--- config.mk ---
export PLATFORM = sky130hd
export DESIGN_NAME = pulse_hs_tx_flat
export DESIGN_NICKNAME = d
export VERILOG_FILES = /design/src/rtl/pulse_hs_pkg.sv /design/src/rtl/pulse_hs_tx_if.sv /design/src/rtl/ack_nsync.sv /design/src/rtl/pulse_hs_tx.sv /design/src/flat_wrapper.sv
export SDC_FILE = /design/constraint.sdc
export NUM_CORES = 1
export LEC_CHECK = 0
export BUFFER_PORTS_ARGS = -buffer_cell sky130_fd_sc_hd__buf_2
export CAP_MARGIN = 20
export CORE_AREA = 2 2 39 41
export CTS_CLUSTER_SIZE = 8
export DETAILED_ROUTE_END_ITERATION = 12
export DIE_AREA = 0 0 41 43
export SLEW_MARGIN = 20
export SYNTH_ARGS = -nofsm -noshare
export SYNTH_HDL_FRONTEND = slang
export SYNTH_SLANG_ARGS = --single-unit
--- constraint.sdc ---
create_clock -name clk_i -period 2.3 [get_ports clk_i]
set_input_delay 0.46 -clock clk_i [delete_from_list [all_inputs] [get_ports clk_i]]
set_output_delay 0.46 -clock clk_i [all_outputs]
set_load 0.1 [all_outputs]
--- src/rtl/pulse_hs_pkg.sv ---
// Shared types and parameter defaults for the two-phase (toggle) pulse handshake.
package pulse_hs_pkg;

  typedef enum logic {
    IDLE     = 1'b0,
    WAIT_ACK = 1'b1
  } hs_state_e;

  localparam int CNT_W_DEF       = 4;
  localparam int SYNC_STAGES_DEF = 2;

endpackage

--- src/rtl/pulse_hs_tx_if.sv ---
// Handshake bundle between pulse_hs_tx (master) and its surroundings (slave).
interface pulse_hs_tx_if
  import pulse_hs_pkg::*;
#(
  parameter int CNT_W = CNT_W_DEF
);

  logic             puls_i;
  logic             ack_i;
  logic             clr_ovf_i;
  logic             req_o;
  logic             busy_o;
  logic [CNT_W-1:0] pend_o;
  logic             ovf_o;

  modport master (
    input  puls_i, ack_i, clr_ovf_i,
    output req_o, busy_o, pend_o, ovf_o
  );

  modport slave (
    output puls_i, ack_i, clr_ovf_i,
    input  req_o, busy_o, pend_o, ovf_o
  );

endinterface

--- src/rtl/ack_nsync.sv ---
// N-stage level synchronizer with async active-low reset to 0.
// Shared with the receiving side of the handshake.
module ack_nsync
  import pulse_hs_pkg::*;
#(
  parameter int STAGES = SYNC_STAGES_DEF
) (
  input  logic clk_i,
  input  logic rstn_i,
  input  logic d_i,
  output logic q_o
);

  logic [STAGES-1:0] sync_q;
  logic [STAGES-1:0] sync_d;

  always_comb begin
    sync_d = {sync_q[STAGES-2:0], d_i};
  end

  always_ff @(posedge clk_i or negedge rstn_i) begin
    if (!rstn_i) begin
      sync_q <= '0;
    end else begin
      sync_q <= sync_d;
    end
  end

  assign q_o = sync_q[STAGES-1];

endmodule

--- src/rtl/pulse_hs_tx.sv ---
// Source side of a toggle req/ack pulse crossing: queues event pulses and
// launches one req toggle per completed handshake.
module pulse_hs_tx
  import pulse_hs_pkg::*;
#(
  parameter int CNT_W       = CNT_W_DEF,
  parameter int SYNC_STAGES = SYNC_STAGES_DEF
) (
  input logic           clk_i,
  input logic           rstn_i,
  pulse_hs_tx_if.master hs
);

  localparam logic [CNT_W-1:0] PEND_MAX = {CNT_W{1'b1}};
  localparam logic [CNT_W-1:0] PEND_ONE = {{(CNT_W-1){1'b0}}, 1'b1};

  hs_state_e        state_q;
  hs_state_e        state_d;
  logic             req_q;
  logic             req_d;
  logic             ovf_q;
  logic             ovf_d;
  logic [CNT_W-1:0] pend_q;
  logic [CNT_W-1:0] pend_d;
  logic             ack_s;
  logic             launch;
  logic             drop;

  ack_nsync #(
    .STAGES(SYNC_STAGES)
  ) u_ack_sync (
    .clk_i (clk_i),
    .rstn_i(rstn_i),
    .d_i   (hs.ack_i),
    .q_o   (ack_s)
  );

  always_comb begin
    state_d = state_q;
    req_d   = req_q;
    pend_d  = pend_q;
    ovf_d   = ovf_q & ~hs.clr_ovf_i;
    launch  = 1'b0;
    drop    = 1'b0;

    // An ack seen while IDLE is ignored; only the toggle we launched is awaited.
    case (state_q)
      IDLE: begin
        if (hs.puls_i || (pend_q != '0)) begin
          launch  = 1'b1;
          req_d   = ~req_q;
          state_d = WAIT_ACK;
        end
      end
      WAIT_ACK: begin
        if (ack_s == req_q) begin
          state_d = IDLE;
        end
      end
      default: state_d = IDLE;
    endcase

    // A pulse coinciding with a launch nets to zero, so it can never overflow.
    if (hs.puls_i && !launch) begin
      if (pend_q == PEND_MAX) begin
        drop = 1'b1;
      end else begin
        pend_d = pend_q + PEND_ONE;
      end
    end else if (launch && !hs.puls_i) begin
      pend_d = pend_q - PEND_ONE;
    end

    if (drop) begin
      ovf_d = 1'b1;
    end
  end

  always_ff @(posedge clk_i or negedge rstn_i) begin
    if (!rstn_i) begin
      state_q <= IDLE;
      req_q   <= 1'b0;
      pend_q  <= '0;
      ovf_q   <= 1'b0;
    end else begin
      state_q <= state_d;
      req_q   <= req_d;
      pend_q  <= pend_d;
      ovf_q   <= ovf_d;
    end
  end

  assign hs.req_o  = req_q;
  assign hs.busy_o = (state_q == WAIT_ACK) || (pend_q != '0);
  assign hs.pend_o = pend_q;
  assign hs.ovf_o  = ovf_q;

endmodule
--- src/flat_wrapper.sv ---
// flat-port wrapper written by rule: the top's interface ports become plain ports
module pulse_hs_tx_flat import pulse_hs_pkg::*;
#(
  parameter int CNT_W       = CNT_W_DEF,
  parameter int SYNC_STAGES = SYNC_STAGES_DEF
)
  (clk_i, rstn_i, hs_puls_i, hs_ack_i, hs_clr_ovf_i, hs_req_o, hs_busy_o, hs_pend_o, hs_ovf_o);
  pulse_hs_tx_if #(.CNT_W(CNT_W)) hs_i ();
  input logic clk_i;
  input logic rstn_i;
  input wire logic [$bits(hs_i.puls_i)-1:0] hs_puls_i;
  input wire logic [$bits(hs_i.ack_i)-1:0] hs_ack_i;
  input wire logic [$bits(hs_i.clr_ovf_i)-1:0] hs_clr_ovf_i;
  output wire logic [$bits(hs_i.req_o)-1:0] hs_req_o;
  output wire logic [$bits(hs_i.busy_o)-1:0] hs_busy_o;
  output wire logic [$bits(hs_i.pend_o)-1:0] hs_pend_o;
  output wire logic [$bits(hs_i.ovf_o)-1:0] hs_ovf_o;
  assign hs_i.puls_i = hs_puls_i;
  assign hs_i.ack_i = hs_ack_i;
  assign hs_i.clr_ovf_i = hs_clr_ovf_i;
  assign hs_req_o = hs_i.req_o;
  assign hs_busy_o = hs_i.busy_o;
  assign hs_pend_o = hs_i.pend_o;
  assign hs_ovf_o = hs_i.ovf_o;
  pulse_hs_tx #(.CNT_W(CNT_W), .SYNC_STAGES(SYNC_STAGES)) u_core (.clk_i(clk_i), .rstn_i(rstn_i), .hs(hs_i));
endmodule
==> summary.md <==
• **outcome** finished clean
• **highest net fanout along the worst path** 7
• **number of remaining DRC errors** 0
• **library cell with the highest instance count after synthesis** sky130_fd_sc_hd__dfrtp_1
• **Final Critical Period** 2.125 ns
• **count of warnings emitted by yosys** 0
• **Overall Global Routing Usage** 11.57%
• **Clock Tree Root** sky130_fd_sc_hd__clkbuf_4
• **y dimension of the die** 43 um
• **TritonCTS clock tree** yes
• **clock buffers created by TritonCTS** 3
• **critical path type** reg2out
• **Final Hold Viols** 0
• **mapped cell area** 435.4 um2
• **Layout Area Growth over Synthesis** 23.85%
• **Setup crit start kind** flip-flop
• **hold-fix buffers at CTS** 0
• **wire length per cell** 11.40 um
• **number of antenna violations at the first check in global routing** 0
• **Setup crit end kind** output port
• **Total Die Area** 1763 um2
• **Max Freq** 0.4706 GHz
• **slew at the pin closest to its max-slew limit** 0.4860 ns
• **accumulated negative setup slack** 0 ns
• **period utilisation layout** 92.39%
• **arrival time worst endpoint** 1.66 ns
• **Post-DP HPWL** 563.9 um
• **sum of overflow across all layers after global routing** 0
• **number of library cell types mapped by synthesis** 20
• **number of primary I/O pins** 12
• **number of buffers inserted by post-CTS setup repair** 0
• **Clock Tree Buf Depth** 2
• **Data required, critical path** 1.84 ns
• **most area-consuming cells after synthesis** sky130_fd_sc_hd__dfrtp_1 (52%), sky130_fd_sc_hd__xnor2_1 (6.0%), sky130_fd_sc_hd__ha_1 (5.7%)
• **Worst-path clk slew** 0.06 ns
• **synthesized instance count** 36
• **total number of vias** 308
• **antenna diode instance count** 0
• **hold crit path type** in2async
• **buffers added on ports** 11
• **effective utilization at floorplan** 31.46%
• **mean number of vias per cell** 4.597
• **max-slew violations** 0
• **max-cap check violation count** 0
• **Synth Area per Inst** 12.09 um2
• **flops & latches, synth** 9
• **setup violators final** 0
• **clk sinks** 9
• **first-pass GRT wire length** 1.276 mm
• **number of design-rule violations left by the first detailed-router iteration** 0
• **First-pass DRT Iterations** 1
• **net count reported at finish** 60
• **count of placed standard cells including taps** 63
• **number of flops mapped to enable cells by yosys** 0
• **row cnt** 14
• **wirelength, routed** 764 um
• **fraction of final layout cells sized beyond drive strength 1** 37.25%
• **RSZ-0062 raised after global routing** no
• **source-to-sink clock delay at the later pin of the worst-skew pair** 0.26 ns
• **Clock Skew** 0.0004773 ns
• **fill cell count** 147
• **share of the yosys chip area belonging to registers** 51.72%
• **pin count of the biggest net entering global routing** 10
• **area fraction of the dominant cell type after synthesis** 51.72%
• **vias in the first global route** 302
• **Synth top cells by count** sky130_fd_sc_hd__dfrtp_1 (9), sky130_fd_sc_hd__xnor2_1 (3)
• **syn nets** 44
• **worst slew margin relative to its limit** 67.82%
• **area inside the core boundary** 1384 um2
• **Routability Congestion** 0.6823
• **# resized after CTS** 0
• **number of routed nets with antenna violations** 0
• **filler-free cell count of the finished design** 67
• **ys async rst share** 100.0%
• **largest area contributor in the netlist** sky130_fd_sc_hd__dfrtp_1
• **number of H-tree levels** 1
• **DIE WIDTH** 41 um
• **Main synth FF type** sky130_fd_sc_hd__dfrtp_1
[layer usage]
layer	vias to the layer above	share of wire [%]	track usage (%)	routed length [um]
met1	140	47	14.67	356
met2	9	46	14.37	355
met4	0	1.8	12.00	14
li1	157	-	-	-
met5	-	0	0	0
met3	2	4.8	3.141	37
[state kept, by name (all words and copies together) (netlist names)]
name	flops
u_core.hs.ovf_o	1
u_core.state_q	1
u_core.u_ack_sync.sync_q	2
u_core.hs.req_o	1
u_core.hs.pend_o	4
[through the flow]
stage	area (um2)	util [%]	hold slack, ns	setup WS [ns]
finish	539.3	38.97	0.04224	0.1751
global route	539.3	38.97	0.03830	0.07160
CTS	539.3	38.97	0.03456	0.1682
detailed placement	513.0	37.07	0.3211	0.4589
global placement	513.0	37.07	0.3224	0.4613
floorplan	437.9	-	0.1644	0.1076
[cells in the final DEF (no fill, tap or decap), types with 2 or more instances in the layout]
master | synthesis | layout
sky130_fd_sc_hd__xnor2_1 | 3 | 3
sky130_fd_sc_hd__mux2_2 | 2 | 2
sky130_fd_sc_hd__a21oi_1 | 2 | 2
sky130_fd_sc_hd__xor2_1 | 2 | 2
sky130_fd_sc_hd__ha_1 | 2 | 2
sky130_fd_sc_hd__dfrtp_1 | 9 | 8
sky130_fd_sc_hd__buf_2 | 0 | 11
sky130_fd_sc_hd__nor2_1 | 2 | 2
sky130_fd_sc_hd__nor3_1 | 2 | 2
sky130_fd_sc_hd__clkbuf_4 | 0 | 3
[worst paths after layout]
check	end	from	slack (ns)	depth (start not counted)
worst max-delay path	hs_busy_o	u_core.hs.pend_o[0]	0.18	3
worst min-delay path	u_core.state_q	rstn_i	0.04	1
worst max register to register	u_core.hs.pend_o[3]	u_core.state_q	0.56	6
worst min register to register	u_core.u_ack_sync.sync_q[1]	u_core.u_ack_sync.sync_q[0]	0.35	0
max in group asynchronous	u_core.hs.pend_o[0]	rstn_i	2.06	1
min in group clk_i	u_core.u_ack_sync.sync_q[0]	hs_ack_i	0.31	1
[worst max-delay path, cell delays in order (launching register included)]
cell,delay (ns)
sky130_fd_sc_hd__dfrtp_2,0.46
sky130_fd_sc_hd__nor4_1,0.34
sky130_fd_sc_hd__or2b_2,0.32
sky130_fd_sc_hd__buf_2,0.29
[kinds of logic after synthesis]
kind of cell             count (synthesis)  synth area share, %
multiplexers                             3                7.471
flip-flops                               9                51.73
XOR/XNOR                                 5                10.06
AO/OA/AOI/OAI                            4                5.461
adder cells (fa/ha/maj)                  3                10.34
buffers and inverters                    1               0.8612
AND/OR/NAND/NOR                         11                14.09
[layout make-up]
class | instances | area [um2] | area share (%)
clock buffer | 4 | 26.28 | 4.872
inverter | 1 | 3.754 | 0.6961
multi-input combinational | 26 | 207.7 | 38.52
sequential | 9 | 226.5 | 42.00
tap | 16 | 20.02 | 3.712
timing repair buffer | 11 | 55.05 | 10.21
Power is not shown: default switching activity piles up to over one toggle a cycle in this logic, so the estimate is an artifact.
